==> src/rtl/tdm_pkg.sv <==
// Shared types for the TDM demultiplexer: channel ids, alternate-mode
// states and the mismatch counter width.
package tdm_pkg;

    typedef enum logic {
        CH_A = 1'b0,
        CH_B = 1'b1
    } chan_e;

    typedef enum logic {
        EXPECT_A = 1'b0,
        EXPECT_B = 1'b1
    } alt_state_e;

    localparam int CNT_W = 8;

endpackage

==> src/rtl/sync_fifo.sv <==
// Single-clock FIFO with occupancy count; head word reads as zero when empty.
// Push is ignored when full and pop is ignored when empty.
module sync_fifo #(
    parameter int WIDTH = 8,
    parameter int DEPTH = 2
) (
    input  logic             clk,
    input  logic             rst,
    input  logic             push,
    input  logic [WIDTH-1:0] wdata,
    input  logic             pop,
    output logic [WIDTH-1:0] rdata,
    output logic             full,
    output logic             empty
);

    localparam int AW = (DEPTH > 1) ? $clog2(DEPTH) : 1;

    logic [WIDTH-1:0] mem [DEPTH];
    logic [AW-1:0]    wptr;
    logic [AW-1:0]    rptr;
    logic [AW:0]      count;
    logic             do_push;
    logic             do_pop;

    assign full    = (count == (AW+1)'(DEPTH));
    assign empty   = (count == '0);
    assign do_push = push && !full;
    assign do_pop  = pop && !empty;
    assign rdata   = empty ? '0 : mem[rptr];

    // Pointers wrap naturally because DEPTH is a power of two.
    always_ff @(posedge clk or posedge rst) begin
        if (rst) begin
            wptr  <= '0;
            rptr  <= '0;
            count <= '0;
        end else begin
            if (do_push) wptr <= wptr + 1'b1;
            if (do_pop)  rptr <= rptr + 1'b1;
            if (do_push && !do_pop)
                count <= count + 1'b1;
            else if (!do_push && do_pop)
                count <= count - 1'b1;
        end
    end

    always_ff @(posedge clk) begin
        if (do_push) mem[wptr] <= wdata;
    end

endmodule

==> src/rtl/tdm_demux.sv <==
// Routes a time-multiplexed word stream into two buffered channels, either
// by in_sel or by an internal A/B alternation that counts sel mismatches.
module tdm_demux
    import tdm_pkg::*;
#(
    parameter int WIDTH = 8,
    parameter int DEPTH = 2
) (
    input  logic             clk,
    input  logic             rst,
    input  logic [WIDTH-1:0] in_data,
    input  logic             in_sel,
    input  logic             in_valid,
    output logic             in_ready,
    input  logic             alt_en,
    output logic [WIDTH-1:0] a_data,
    output logic             a_valid,
    input  logic             a_ready,
    output logic [WIDTH-1:0] b_data,
    output logic             b_valid,
    input  logic             b_ready,
    output logic [CNT_W-1:0] mismatch_cnt
);

    alt_state_e state;
    chan_e      target;
    logic       a_full;
    logic       a_empty;
    logic       b_full;
    logic       b_empty;
    logic       xfer;
    logic       mis;

    always_comb begin
        target = in_sel ? CH_B : CH_A;
        if (alt_en) target = (state == EXPECT_B) ? CH_B : CH_A;
    end

    assign in_ready = (target == CH_A) ? !a_full : !b_full;
    assign xfer     = in_valid && in_ready;
    assign mis      = alt_en && xfer && (in_sel != (state == EXPECT_B));
    assign a_valid  = !a_empty;
    assign b_valid  = !b_empty;

    sync_fifo #(.WIDTH(WIDTH), .DEPTH(DEPTH)) u_fifo_a (
        .clk   (clk),
        .rst   (rst),
        .push  (xfer && target == CH_A),
        .wdata (in_data),
        .pop   (a_ready),
        .rdata (a_data),
        .full  (a_full),
        .empty (a_empty)
    );

    sync_fifo #(.WIDTH(WIDTH), .DEPTH(DEPTH)) u_fifo_b (
        .clk   (clk),
        .rst   (rst),
        .push  (xfer && target == CH_B),
        .wdata (in_data),
        .pop   (b_ready),
        .rdata (b_data),
        .full  (b_full),
        .empty (b_empty)
    );

    always_ff @(posedge clk or posedge rst) begin
        if (rst) begin
            state        <= EXPECT_A;
            mismatch_cnt <= '0;
        end else begin
            if (!alt_en)
                state <= EXPECT_A;
            else if (xfer)
                state <= (state == EXPECT_A) ? EXPECT_B : EXPECT_A;
            if (mis && mismatch_cnt != '1)
                mismatch_cnt <= mismatch_cnt + 1'b1;
        end
    end

endmodule

==> config.mk <==
export PLATFORM = sky130hd
export DESIGN_NAME = tdm_demux
export DESIGN_NICKNAME = d
export VERILOG_FILES = /design/src/rtl/tdm_pkg.sv /design/src/rtl/sync_fifo.sv /design/src/rtl/tdm_demux.sv
export SDC_FILE = /design/constraint.sdc
export NUM_CORES = 1
export LEC_CHECK = 0
export CORE_MARGIN = 4
export CORE_UTILIZATION = 25
export CTS_BUF_LIST = sky130_fd_sc_hd__clkbuf_4 sky130_fd_sc_hd__clkbuf_8 sky130_fd_sc_hd__clkbuf_16
export DETAILED_ROUTE_END_ITERATION = 6
export PLACE_DENSITY = 0.42
export SLEW_MARGIN = 20
export SYNTH_ARGS = -nofsm -noshare
export SYNTH_HDL_FRONTEND = slang
export SYNTH_SLANG_ARGS = --single-unit
==> constraint.sdc <==
create_clock -name clk -period 3.6 [get_ports clk]
set_input_delay 0.54 -clock clk [delete_from_list [all_inputs] [get_ports clk]]
set_output_delay 0.54 -clock clk [all_outputs]
set_load 0.01 [all_outputs]
Word level (Yosys, flattened, before mapping)
Memory sizes are Yosys's and may differ from the RTL's.
Index checks and enable logic that the tools add are counted.
W data, S select, Z words.
{"block": "totals", "reg_bits": 17, "mem_bits_rw": 32, "inputBits": 15, "word_cells": 68, "n_memories": 2}
{"block": "op_classes", "addsub": 9, "eq_ne": 5, "mux": 17, "bitwise": 1, "n_reduce_logical": 26}
{"memory": "u_fifo_a.mem", "words": 2, "width": 8, "read_ports": 1, "rd_clocked_by_memory_dff": 0, "wr": 1, "line_no": "sync_fifo.sv:19", "source": "logic [WIDTH-1:0] mem [DEPTH];"}
{"memory": "u_fifo_b.mem", "words": 2, "width": 8, "read_ports": 1, "rd_clocked_by_memory_dff": 0, "wr": 1, "line_no": "sync_fifo.sv:19"}
{"operator": "$mux W8", "n": 2}
{"operator": "$logic_and A1 B1 Y1", "n": 14}
{"operator": "$mux W1", "n": 11}
{"operator": "$add A8 B1 Y8 const B", "n": 1}
{"operator": "$logic_not A1 Y1", "n": 8}
{"operator": "$mux W2", "n": 4}
{"operator": "$ne A8 B8 Y1 const B", "n": 1}
{"operator": "$add A1 B1 Y1 const B", "n": 4}
{"operator": "$add A2 B1 Y2 const B", "n": 2}
{"operator": "$eq A2 B2 Y1 const B", "n": 2}
{"operator": "$logic_not A2 Y1", "n": 2}
{"operator": "$reduce_bool A2 Y1", "n": 2}
{"operator": "$sub A2 B1 Y2 const B", "n": 2}
{"operator": "$ne A2 B1 Y1 const B", "n": 1}
{"operator": "$ne A1 B1 Y1", "n": 1}
{"operator": "$not A1 Y1", "n": 1}

Longest topological paths before layout
{"block": "depth", "word_depth": 10, "mapped_depth": 7}

Hierarchy
Synthesis repeated with hierarchy kept, for this count alone.
{"block": "hier_totals", "cells_unflattened": 156, "hier_area_um2": 2122.0}
{"mod": "sync_fifo", "n_inst": 2, "cells_per_inst": 53, "area_per_inst_um2": 798.3, "seq_area_each_um2": 580.6}
{"mod": "tdm_demux", "n_inst": 1, "cells_per_inst": 50, "area_per_inst_um2": 525.5, "seq_area_each_um2": 225.2}

Least setup slack after synthesis
Ideal clock, no wire load.
{"block": "synth_path", "kind": "input to register", "startpoint": "input alt_en", "endpoint": "memory u_fifo_a.mem[0][0] (enable)", "setup_ns": 0.370, "arrival_ns": 1.416, "setup_slack_ns": 1.813, "cell_stages": 3, "cell_sequence": "mux2i_1 -> nand3_1 -> nor2_1"}
{"block": "synth_between", "elab_chain_len": 7, "word_cells_on_any_way": 8, "cone_classes": "mux (4); bitwise (1); reduce/logical (3)"}
{"item": "start: declaration", "line_no": "tdm_demux.sv:15", "source": "input logic alt_en,"}
{"item": "$mux W1 (*)", "line_no": "tdm_demux.sv:36", "source": "if (alt_en) target = (state == EXPECT_B) ? CH_B : CH_A;"}
{"item": "$mux W1", "line_no": "tdm_demux.sv:39", "source": "assign in_ready = (target == CH_A) ? !a_full : !b_full;"}
{"item": "$logic_and A1 B1 Y1", "line_no": "tdm_demux.sv:40", "source": "assign xfer = in_valid && in_ready;"}
{"item": "$logic_and A1 B1 Y1 (*)", "line_no": "tdm_demux.sv:48", "source": ".push (xfer && target == CH_A),"}
{"item": "$logic_and A1 B1 Y1 (*)", "line_no": "sync_fifo.sv:28", "source": "assign do_push = push && !full;"}
{"item": "$mux W1 (*)", "line_no": "sync_fifo.sv:49", "source": "if (do_push) mem[wptr] <= wdata;"}
{"item": "$mux W1 (not written as such) (*)", "line_no": "sync_fifo.sv:49"}
{"item": "end: declaration", "line_no": "sync_fifo.sv:19"}
Every way passes the cells marked *; elsewhere a longest branch is shown, timed or not.

Worst setup path after layout
{"block": "layout_path", "startpoint": "input alt_en", "endpoint": "output in_ready"}
{"block": "layout_between", "elab_chain_len": 2}
{"item": "$mux W1", "line_no": "tdm_demux.sv:36"}
{"item": "$mux W1", "line_no": "tdm_demux.sv:39"}
{"item": "end: declaration", "line_no": "tdm_demux.sv:14", "source": "output logic in_ready,"}
No other way between the ends.

==> flow_metrics.env <==
export IMPL_status="finished, final reports clean"
export IMPL_routabilityCongestion=0.848
export IMPL_syn_num_nets=169
export IMPL_leakagePower_nw=1.05
export IMPL_crit_path_end_kind="output pin"
export IMPL_die_h_um=99.2
export IMPL_syn_inst=151
export IMPL_top_level_ports=42
export IMPL_yosysWarnings=0
export IMPL_maxSlewHeadroom_pct=54.0
export IMPL_die_w_um=99.2
export IMPL_ys_ff_latch=49
export IMPL_layout_commonest_cell="clkdlybuf4s50_1"
export IMPL_power_internal_w=0.00133
export IMPL_period_share_pct=79.3
export IMPL_gr_total_overflow=0
export IMPL_yosysSeqAreaShare_pct=66.7
export IMPL_cts_tree="built"
export IMPL_n_antenna_cell=0
export IMPL_p_per_area_nw_per_um2=747
export IMPL_hold_buffers=0
export IMPL_firstDrtPassIters=4
export IMPL_timing_fmax_mhz=350
export IMPL_place_port_buffers=41
export IMPL_hold_viol=0
export IMPL_start_util_pct=26.3
export IMPL_routed_via_density=4.28
export IMPL_dieArea_um2=9830
export IMPL_cts_buffer_depth=2
export IMPL_min_period_ns=2.85
export IMPL_critPathLaunch="alt_en"
export IMPL_postRouteAntennaNets=0
export IMPL_synth_area_um2=2080
export IMPL_cts_htree_levels=2
export IMPL_cts_resized_gates=0
export IMPL_critPathKind="input port to output pin"
export IMPL_drive_gt1_share_pct=8.04
export IMPL_clk_pin_slew_ns=0.09
export IMPL_multi_input_area_um2=657
export IMPL_critPathArrivalTime_ns=2.31
export IMPL_clock_root_buffer="clkbuf_8"
export IMPL_place_ws_ns=0.739
export IMPL_r2r_start="state$_DFFE_PP0P_"
export IMPL_crit_path_max_fanout=4
export IMPL_tightest_slew_ns=0.689
export IMPL_syn_area_per_cell_um2=13.8
export IMPL_grt_pass1_vias=1415
export IMPL_start_kind="input port"
export IMPL_worstHoldStart="u_fifo_b.wptr$_DFFE_PP0P_"
export IMPL_synth_cell_types=23
export IMPL_cpLargestDelayFamily="buffers and inverters"
export IMPL_setup_tns_ns=0
export IMPL_drtIter0Drc=46
export IMPL_hpwlAfterDp_um=3290
export IMPL_final_nets=216
export IMPL_final_util_pct=34.3
export IMPL_grt_max_degree=18
export IMPL_irDropWorstVdd_mv=0.238
export IMPL_area_delta_synth_final_pct=30.3
export IMPL_p_sw_w=0.000697
export IMPL_seqPwrFrac_pct=43.3
export IMPL_sw_frac_of_total_pct=34.5
export IMPL_cp_data_required_time_ns=3.06
export IMPL_final_cell_mix="clkdlybuf4s50_1, edfxtp_1, nor2_1"
export IMPL_path_cells="clkdlybuf4s50_1, mux2i_1, mux2i_1, clkdlybuf4s50_1"
export IMPL_setup_violations=0
export IMPL_maxCapViolCount=0
export IMPL_crit_slowest_cell="clkdlybuf4s50_1"
export IMPL_rsz0062_at_grt="no"
export IMPL_ff_latch_area_um2=1390
export IMPL_p_comb_share_pct=40.4
export IMPL_grt_use_total_pct=9.39
export IMPL_max_stage_delay_ns=0.56
export IMPL_hold_path_class="flip-flop to flip-flop"
export IMPL_clock_latency_ns=0.30
export IMPL_cts_setup_buffers=0
export IMPL_drc_errors=0
export IMPL_routedWlPerCell_um=14.9
export IMPL_clock_sinks=49
export IMPL_fp_row_count=32
export IMPL_core_um2=7890
export IMPL_vias=1289
export IMPL_report_final_slew_viol_count=0
export IMPL_fin_skew_ns=0.00783
export IMPL_fillers=775
export IMPL_p_clk_share_pct=16.3
export IMPL_wl_um=4490
export IMPL_cts_buffers=5
export IMPL_fin_ws_ns=0.745
export IMPL_grt_pass1_wl_um=7080
export IMPL_antenna_found_initial=0
export IMPL_path_buf_inv=2
==> cell usage after synthesis (all sizes together) <==
| master | number | area, um^2 |
|---|---|---|
| nand3 | 1 | 5.00 |
| a21oi | 1 | 5.00 |
| mux2i | 18 | 180 |
| nand2b | 2 | 12.5 |
| nor3b | 2 | 25.0 |
| mux2 | 3 | 33.8 |
| inv | 7 | 26.3 |
| dfrtp | 17 | 425 |
| xor2 | 8 | 70.1 |
| ha | 3 | 37.5 |
| xnor2 | 7 | 61.3 |
| nor2b | 2 | 12.5 |
| nand2 | 8 | 30.0 |
| nor4 | 4 | 31.3 |
| edfxtp | 32 | 961 |
| nor3 | 2 | 10.0 |
| o21ai | 3 | 15.0 |
| and2 | 3 | 18.8 |
| nor2 | 24 | 90.1 |
| clkbuf | 2 | 7.51 |
| o211ai | 1 | 12.5 |
| nand4 | 1 | 6.26 |
==> worst paths after layout <==
| path | slack (ns) | depth (start not counted) | end |
|---|---|---|---|
| setup / recovery | 0.75 | 4 | in_ready |
| hold / removal | 0.51 | 1 | u_fifo_b.wptr$_DFFE_PP0P_ |
| setup reg to reg | 1.62 | 3 | u_fifo_a.mem[0][0]$_DFFE_PP_ |
| hold reg to reg | 0.51 | 1 | u_fifo_b.wptr$_DFFE_PP0P_ |
| max in group asynchronous | 2.52 | 2 | u_fifo_b.count[1]$_DFFE_PP0P_ |
| min in group asynchronous | 0.64 | 2 | u_fifo_b.wptr$_DFFE_PP0P_ |
==> final cells by class <==
type                       instances  share of cell area [%]
multi-input combinational         93                    24.3
clock inverter                     2                   0.555
tap                              102                    4.72
timing repair buffer              42                    15.4
clock buffer                       6                    2.82
sequential                        49                    51.2
inverter                           7                   0.971
==> metrics by stage <==
step           hold slack (ns)  std cells  area, um^2  power, W
2_1_floorplan            0.456        151        2080   0.00130
3_3_place_gp             0.479        293        2620   0.00170
3_5_place_dp             0.478        293        2620   0.00172
4_1_cts                  0.514        301        2710   0.00206
5_1_grt                  0.519        301        2710   0.00217
6_report                 0.509        301        2710   0.00202
==> sequential cells by signal (all words and copies together) (netlist names) <==
name	flops
u_fifo_a.mem	16
u_fifo_b.mem	16
mismatch_cnt	8
u_fifo_a.count	2
u_fifo_b.count	2
state	1
u_fifo_a.rptr	1
u_fifo_a.wptr	1
u_fifo_b.rptr	1
u_fifo_b.wptr	1
==> cell families after synthesis <==
family / share of synthesized area [%]
compound gates: 1.57
buf+inv: 1.63
fa+ha+maj: 1.81
simple gates: 11.6
flops: 66.7
xor+xnor: 6.33
mux: 10.3
==> power by group through the flow <==
| stage | logic (W) | clock network, W | registers, W |
|---|---|---|---|
| floorplan | 0.000471 | 0 | 0.000832 |
| global placement | 0.000815 | 0 | 0.000884 |
| detailed placement | 0.000831 | 0 | 0.000891 |
| CTS | 0.000838 | 0.000346 | 0.000880 |
| global route | 0.000896 | 0.000372 | 0.000898 |
| finish | 0.000817 | 0.000329 | 0.000876 |
==> metal layers <==
metal | up-vias | track usage [%] | share of wire, %
li1 | 616 | - | -
met1 | 632 | 10.5 | 42
met2 | 37 | 17.1 | 52
met3 | 4 | 2.59 | 5.4
met4 | 0 | 3.15 | 0.91
met5 | - | 0 | 0
No activity file was read; power rests on OpenSTA's default activity.
